## src/rtl/student_tlul_demux_pkg.sv

```systemverilog
`default_nettype none
// ============================================================================
//  Module      : student_tlul_demux_pkg
//  Description : Address decode and error-response constants for the demux.
//  Revision    : 1.0 - initial release
// ============================================================================
package student_tlul_demux_pkg;

    localparam logic [31:0] ERR_RDATA = 32'hFFFF_FFFF;
    localparam int          TGT_MAX_W = 5;

    function automatic int idx_width(input int num);
        return (num > 1) ? $clog2(num) : 1;
    endfunction

    // Returns the device index for a mapped address, or num for the error target.
    function automatic logic [TGT_MAX_W-1:0] decode_tgt(
        input logic [31:0] addr,
        input int          num,
        input int          slot_lsb,
        input logic [31:0] base
    );
        int          idx_w;
        logic [31:0] idx;
        logic        in_win;
        idx_w  = idx_width(num);
        idx    = (addr >> slot_lsb) & ((32'd1 << idx_w) - 32'd1);
        in_win = ((addr >> (slot_lsb + idx_w)) == (base >> (slot_lsb + idx_w)));
        if (in_win && (idx < 32'(num))) begin
            return TGT_MAX_W'(idx);
        end
        return TGT_MAX_W'(num);
    endfunction

endpackage
`default_nettype wire

```

## src/rtl/tlul_pkg.sv

```systemverilog
`default_nettype none
// ============================================================================
//  Module      : tlul_pkg
//  Description : TL-UL channel types and opcodes shared by host and devices.
//  Revision    : 1.0 - initial release
// ============================================================================
package tlul_pkg;

    typedef enum logic [2:0] {
        PutFullData    = 3'h0,
        PutPartialData = 3'h1,
        Get            = 3'h4
    } tl_a_op_e;

    typedef enum logic [2:0] {
        AccessAck     = 3'h0,
        AccessAckData = 3'h1
    } tl_d_op_e;

    typedef struct packed {
        logic        a_valid;
        tl_a_op_e    a_opcode;
        logic [2:0]  a_param;
        logic [1:0]  a_size;
        logic [7:0]  a_source;
        logic [31:0] a_address;
        logic [3:0]  a_mask;
        logic [31:0] a_data;
        logic        d_ready;
    } tl_h2d_t;

    typedef struct packed {
        logic        d_valid;
        tl_d_op_e    d_opcode;
        logic [2:0]  d_param;
        logic [1:0]  d_size;
        logic [7:0]  d_source;
        logic        d_sink;
        logic [31:0] d_data;
        logic        d_error;
        logic        a_ready;
    } tl_d2h_t;

endpackage
`default_nettype wire

```

## src/rtl/student_tlul_err_resp.sv

```systemverilog
`default_nettype none
// ============================================================================
//  Module      : student_tlul_err_resp
//  Description : Single-entry responder answering unmapped accesses with error.
//  Revision    : 1.0 - initial release
// ============================================================================
module student_tlul_err_resp
    import tlul_pkg::*;
    import student_tlul_demux_pkg::*;
(
    input  logic       clk,
    input  logic       rst,
    input  logic       i_load,
    input  tl_a_op_e   i_a_opcode,
    input  logic [1:0] i_a_size,
    input  logic [7:0] i_a_source,
    input  logic       i_d_ready,
    output logic       o_idle,
    output tl_d2h_t    o_rsp
);

    logic       r_valid;
    logic       r_is_get;
    logic [1:0] r_size;
    logic [7:0] r_source;

    always_ff @(posedge clk) begin
        if (rst) begin
            r_valid  <= 1'b0;
            r_is_get <= 1'b0;
            r_size   <= '0;
            r_source <= '0;
        end else if (i_load) begin
            r_valid  <= 1'b1;
            r_is_get <= (i_a_opcode == Get);
            r_size   <= i_a_size;
            r_source <= i_a_source;
        end else if (r_valid && i_d_ready) begin
            r_valid <= 1'b0;
        end
    end

    always_comb begin
        o_rsp          = '0;
        o_rsp.d_valid  = r_valid;
        o_rsp.d_opcode = r_is_get ? AccessAckData : AccessAck;
        o_rsp.d_data   = r_is_get ? ERR_RDATA : 32'h0;
        o_rsp.d_error  = 1'b1;
        o_rsp.d_size   = r_size;
        o_rsp.d_source = r_source;
    end

    assign o_idle = ~r_valid;

endmodule
`default_nettype wire

```

## src/rtl/student_tlul_demux_ot.sv

```systemverilog
`default_nettype none
// ============================================================================
//  Module      : student_tlul_demux_ot
//  Description : TL-UL 1-to-NUM demux with outstanding-request ordering FIFO.
//  Revision    : 1.0 - initial release
// ============================================================================
module student_tlul_demux_ot
    import tlul_pkg::*;
    import student_tlul_demux_pkg::*;
#(
    parameter int          NUM       = 2,
    parameter int          SLOT_LSB  = 4,
    parameter logic [31:0] BASE_ADDR = 32'h0,
    parameter int          MAX_OUT   = 4,
    parameter int          ERRCNT_W  = 16
) (
    input  logic                clk_i,
    input  logic                rst_i,
    input  tl_h2d_t             tl_host_i,
    output tl_d2h_t             tl_host_o,
    output tl_h2d_t             tl_device_o [NUM],
    input  tl_d2h_t             tl_device_i [NUM],
    output logic [ERRCNT_W-1:0] err_cnt_o
);

    localparam int IDX_W = idx_width(NUM);
    localparam int TGT_W = IDX_W + 1;
    localparam int PTR_W = (MAX_OUT > 1) ? $clog2(MAX_OUT) : 1;
    localparam int CNT_W = $clog2(MAX_OUT + 1);

    localparam logic [TGT_W-1:0] c_err_tgt  = TGT_W'(NUM);
    localparam logic [CNT_W-1:0] c_full_cnt = CNT_W'(MAX_OUT);
    localparam logic [PTR_W-1:0] c_last_ptr = PTR_W'(MAX_OUT - 1);

    logic [TGT_W-1:0]    r_fifo [MAX_OUT];
    logic [PTR_W-1:0]    r_wptr;
    logic [PTR_W-1:0]    r_rptr;
    logic [CNT_W-1:0]    r_count;
    logic [TGT_W-1:0]    r_last_tgt;
    logic [ERRCNT_W-1:0] r_err_cnt;

    logic [TGT_W-1:0] w_tgt;
    logic [TGT_W-1:0] w_head;
    logic             w_empty;
    logic             w_full;
    logic             w_route_ok;
    logic             w_tgt_rdy;
    logic             w_accept;
    logic             w_pop;
    logic             w_err_idle;
    tl_d2h_t          w_err_rsp;
    tl_d2h_t          w_rsp;

    assign w_tgt   = TGT_W'(decode_tgt(tl_host_i.a_address, NUM, SLOT_LSB, BASE_ADDR));
    assign w_head  = r_fifo[r_rptr];
    assign w_empty = (r_count == '0);
    assign w_full  = (r_count == c_full_cnt);

    // Only one target may be in flight at a time, so responses stay in order.
    assign w_route_ok = tl_host_i.a_valid & ~w_full & (w_empty | (w_tgt == r_last_tgt));

    always_comb begin
        w_tgt_rdy = (w_tgt == c_err_tgt) ? w_err_idle : 1'b0;
        for (int k = 0; k < NUM; k++) begin
            if (w_tgt == TGT_W'(k)) begin
                w_tgt_rdy = tl_device_i[k].a_ready;
            end
        end
    end

    assign w_accept = w_route_ok & w_tgt_rdy;

    always_comb begin
        w_rsp = '0;
        if (!w_empty) begin
            if (w_head == c_err_tgt) begin
                w_rsp = w_err_rsp;
            end
            for (int k = 0; k < NUM; k++) begin
                if (w_head == TGT_W'(k)) begin
                    w_rsp = tl_device_i[k];
                end
            end
        end
    end

    always_comb begin
        tl_host_o         = w_rsp;
        tl_host_o.a_ready = w_accept;
    end

    assign w_pop = w_rsp.d_valid & tl_host_i.d_ready;

    generate
        for (genvar k = 0; k < NUM; k++) begin : g_dev
            always_comb begin
                tl_device_o[k]         = tl_host_i;
                tl_device_o[k].a_valid = w_route_ok & (w_tgt == TGT_W'(k));
                tl_device_o[k].d_ready = ~w_empty & (w_head == TGT_W'(k)) & tl_host_i.d_ready;
            end
        end
    endgenerate

    always_ff @(posedge clk_i) begin
        if (w_accept) begin
            r_fifo[r_wptr] <= w_tgt;
        end
    end

    always_ff @(posedge clk_i) begin
        if (rst_i) begin
            r_wptr     <= '0;
            r_rptr     <= '0;
            r_count    <= '0;
            r_last_tgt <= c_err_tgt;
            r_err_cnt  <= '0;
        end else begin
            if (w_accept) begin
                r_wptr     <= (r_wptr == c_last_ptr) ? '0 : r_wptr + 1'b1;
                r_last_tgt <= w_tgt;
            end
            if (w_pop) begin
                r_rptr <= (r_rptr == c_last_ptr) ? '0 : r_rptr + 1'b1;
            end
            case ({w_accept, w_pop})
                2'b10:   r_count <= r_count + 1'b1;
                2'b01:   r_count <= r_count - 1'b1;
                default: r_count <= r_count;
            endcase
            if (w_pop && (w_head == c_err_tgt) && (r_err_cnt != '1)) begin
                r_err_cnt <= r_err_cnt + 1'b1;
            end
        end
    end

    student_tlul_err_resp u_err_resp (
        .clk        (clk_i),
        .rst        (rst_i),
        .i_load     (w_accept & (w_tgt == c_err_tgt)),
        .i_a_opcode (tl_host_i.a_opcode),
        .i_a_size   (tl_host_i.a_size),
        .i_a_source (tl_host_i.a_source),
        .i_d_ready  (tl_host_i.d_ready & ~w_empty & (w_head == c_err_tgt)),
        .o_idle     (w_err_idle),
        .o_rsp      (w_err_rsp)
    );

    assign err_cnt_o = r_err_cnt;

endmodule
`default_nettype wire

```

## config.mk

```make
export PLATFORM = sky130hd
export DESIGN_NAME = student_tlul_demux_ot
export DESIGN_NICKNAME = d
export VERILOG_FILES = /design/src/rtl/student_tlul_demux_pkg.sv /design/src/rtl/tlul_pkg.sv /design/src/rtl/student_tlul_err_resp.sv /design/src/rtl/student_tlul_demux_ot.sv
export SDC_FILE = /design/constraint.sdc
export NUM_CORES = 1
export LEC_CHECK = 0
export BUFFER_PORTS_ARGS = -buffer_cell sky130_fd_sc_hd__buf_2
export CAP_MARGIN = 20
export CORE_AREA = 2 2 168 170
export CTS_BUF_LIST = sky130_fd_sc_hd__clkbuf_4 sky130_fd_sc_hd__clkbuf_8
export DETAILED_ROUTE_END_ITERATION = 6
export DIE_AREA = 0 0 170 172
export GPL_ROUTABILITY_DRIVEN = 0
export SLEW_MARGIN = 20
export SYNTH_ARGS = -nofsm -noshare
export SYNTH_HDL_FRONTEND = slang
export SYNTH_HIERARCHICAL = 1
export SYNTH_SLANG_ARGS = --single-unit
```

## constraint.sdc

```tcl
create_clock -name clk_i -period 4 [get_ports clk_i]
set_input_delay 0.8 -clock clk_i [delete_from_list [all_inputs] [get_ports clk_i]]
set_output_delay 0.8 -clock clk_i [all_outputs]
set_load 0.02 [all_outputs]
```

==> results.json <==
{
  "antennaDiodeCount": 0,
  "crit_slowest_cell": "o311ai_1",
  "routed_via_density": 4.05,
  "grt_usage_pct": 9.37,
  "drive_gt1_share_pct": 44.0,
  "critPathTopFamily": "simple AND/OR/NAND/NOR gates",
  "multi_input_area_mm2": 0.00230,
  "hp-class": "register to register",
  "syn_inst": 663,
  "worst-setup-path-type": "primary input to output port",
  "die-area_mm2": 0.0292,
  "worstPathMaxFanout": 3,
  "syn_avg_cell_area_um2": 7.57,
  "rrSetupSlack_ns": 0.91,
  "endpoint_kind": "output port",
  "cts_buffers": 5,
  "cp_num_buf_inv": 3,
  "worstPathArrival_ns": 2.64,
  "p_clk_share_pct": 22.1,
  "clkTransAtPathRegs_ns": 0.10,
  "whs_ns": 0.487,
  "power.switching_w": 0.000532,
  "post-cts-setup-buffer-count": 0,
  "grt_pass1_wl_mm": 21.4,
  "placementRows": 61,
  "post-route-min-period_ns": 3.44,
  "pwr-share-seq_pct": 37.8,
  "ctsResizeCount": 0,
  "clock-root-buffer": "clkbuf_8",
  "synth.cell_area_mm2": 0.00502,
  "drt_pre_antenna_iters": 4,
  "drc_errors": 0,
  "layout_common_cells": "302 x buf_2, 134 x nor2_1, 67 x mux2i_1",
  "ioPinCount": 432,
  "fp.dieW_um": 170,
  "start_util_pct": 18.3,
  "p_per_area_mw_per_mm2": 249,
  "setup_tns_ns": 0,
  "p_comb_share_pct": 40.1,
  "rsz0062_at_grt": "no",
  "vias": 4429,
  "cts_tree": "yes",
  "grt_pass1_vias": 3946,
  "fin_area_mm2": 0.00548,
  "grt_max_degree": 51,
  "htree_num_levels": 2,
  "switching_share_pct": 39.1,
  "io_buffers": 302,
  "cts_sinks": 47,
  "worstMarginPinSlew_ns": 0.834,
  "p_int_w": 0.000830,
  "cts_buffer_depth": 2,
  "yosys_warnings": 6,
  "hold_violations": 0,
  "syn2layout_area_growth_pct": 9.10,
  "slew_violations": 0,
  "min_period_over_period_pct": 86.0,
  "setup_viol": 0,
  "seqCellArea_mm2": 0.00102,
  "startpoint": "tl_host_i[43]",
  "grt_overflow_total": 0,
  "drt_iter0_markers": 185,
  "cts-hold-fix-buffers": 0,
  "design.core.area_mm2": 0.0275,
  "crit_top_cell": "buf_2",
  "ant_nets": 0,
  "antenna_found_initial": 0,
  "crit_chain": "buf_2 -> nor4_1 -> nand4_1 -> or2_0 -> o311ai_1 -> nor2_1 -> buf_4 -> buf_2",
  "vdd_ir_drop_max_mv": 0.135,
  "p_leak_nw": 2.64,
  "max_freq_mhz": 291,
  "required_ns": 3.20,
  "hp-start": "u_err_resp/r_is_get",
  "max_slew_margin_pct": 44.4,
  "placedInstanceArea_mm2": 0.00538,
  "die_h_um": 172,
  "layout_commonest_cell": "buf_2",
  "status": "complete, no violations",
  "fillCellCount": 3119,
  "critPathMaxStageDelay_ns": 0.39,
  "avgRoutedWirePerCell_um": 14.0,
  "clkLatencyLatePin_ns": 0.30,
  "finClkSkew_ns": 0.00607,
  "routed_wl_mm": 15.4,
  "max-cap-violations": 0,
  "layout.nets": 947,
  "hpwlAfterDp_mm": 12.5,
  "start_kind": "primary input"
}
area by class of cell:
class                           count  area share [%]
Multi-Input combinational cell    372            42.0
Timing Repair Buffer              311            29.1
Sequential cell                    47            18.6
Tap cell                          346            7.90
Clock buffer                        5            1.26
Inverter                           10           0.685
Clock inverter                      3           0.434
routing by layer:
metal  global-route usage, %  wire [um]  up-vias
li1                        -          -     2150
met1                    11.8       6550     2033
met2                    15.5       7080      219
met3                    2.68       1440       27
met4                    2.82        303        0
met5                       0          0        -
worst reg2reg max path: cells and delay by family, from the launching register on:
kind,cells,cell delay (ns)
compound gates,2,0.29
simple gates,2,0.50
fa+ha+maj,2,0.67
xor+xnor,1,0.14
mux,2,1.02
flops,1,0.38
power groups by stage:
stage               logic, W  registers (W)  clock network, W
floorplan           0.000527       0.000523                 0
detailed placement  0.000556       0.000526                 0
global placement    0.000551       0.000526                 0
CTS                 0.000558       0.000515          0.000322
finish              0.000546       0.000515          0.000302
global route        0.000595       0.000518          0.000335
through the flow:
stage / util [%] / setup slack [ns] / cells / power, W
floorplan: - / 0.706 / 668 / 0.00105
global placement: 19.6 / 0.448 / 1086 / 0.00108
detailed placement: 19.6 / 0.370 / 1086 / 0.00108
CTS: 19.9 / 0.445 / 1094 / 0.00139
global route: 19.9 / 0.357 / 1094 / 0.00145
finish: 19.9 / 0.559 / 1094 / 0.00136
sequential cells by signal, indices dropped and copies added (netlist names), named ones only:
signal / count
r_wptr: 2
r_fifo: 8
u_err_resp/r_source: 8
r_count: 3
r_last_tgt: 2
u_err_resp/r_size: 2
u_err_resp/r_is_get: 1
err_cnt_o: 16
u_err_resp/r_valid: 1
r_rptr: 2
path summary, 6_finish.rpt:
check / end / cells past startpoint
max: tl_host_o[0] / 8
min: u_err_resp/r_is_get / 2
max reg2reg: r_count[2] / 9
min reg2reg: u_err_resp/r_is_get / 2
Note: power is estimated with default switching activity, not from simulation.
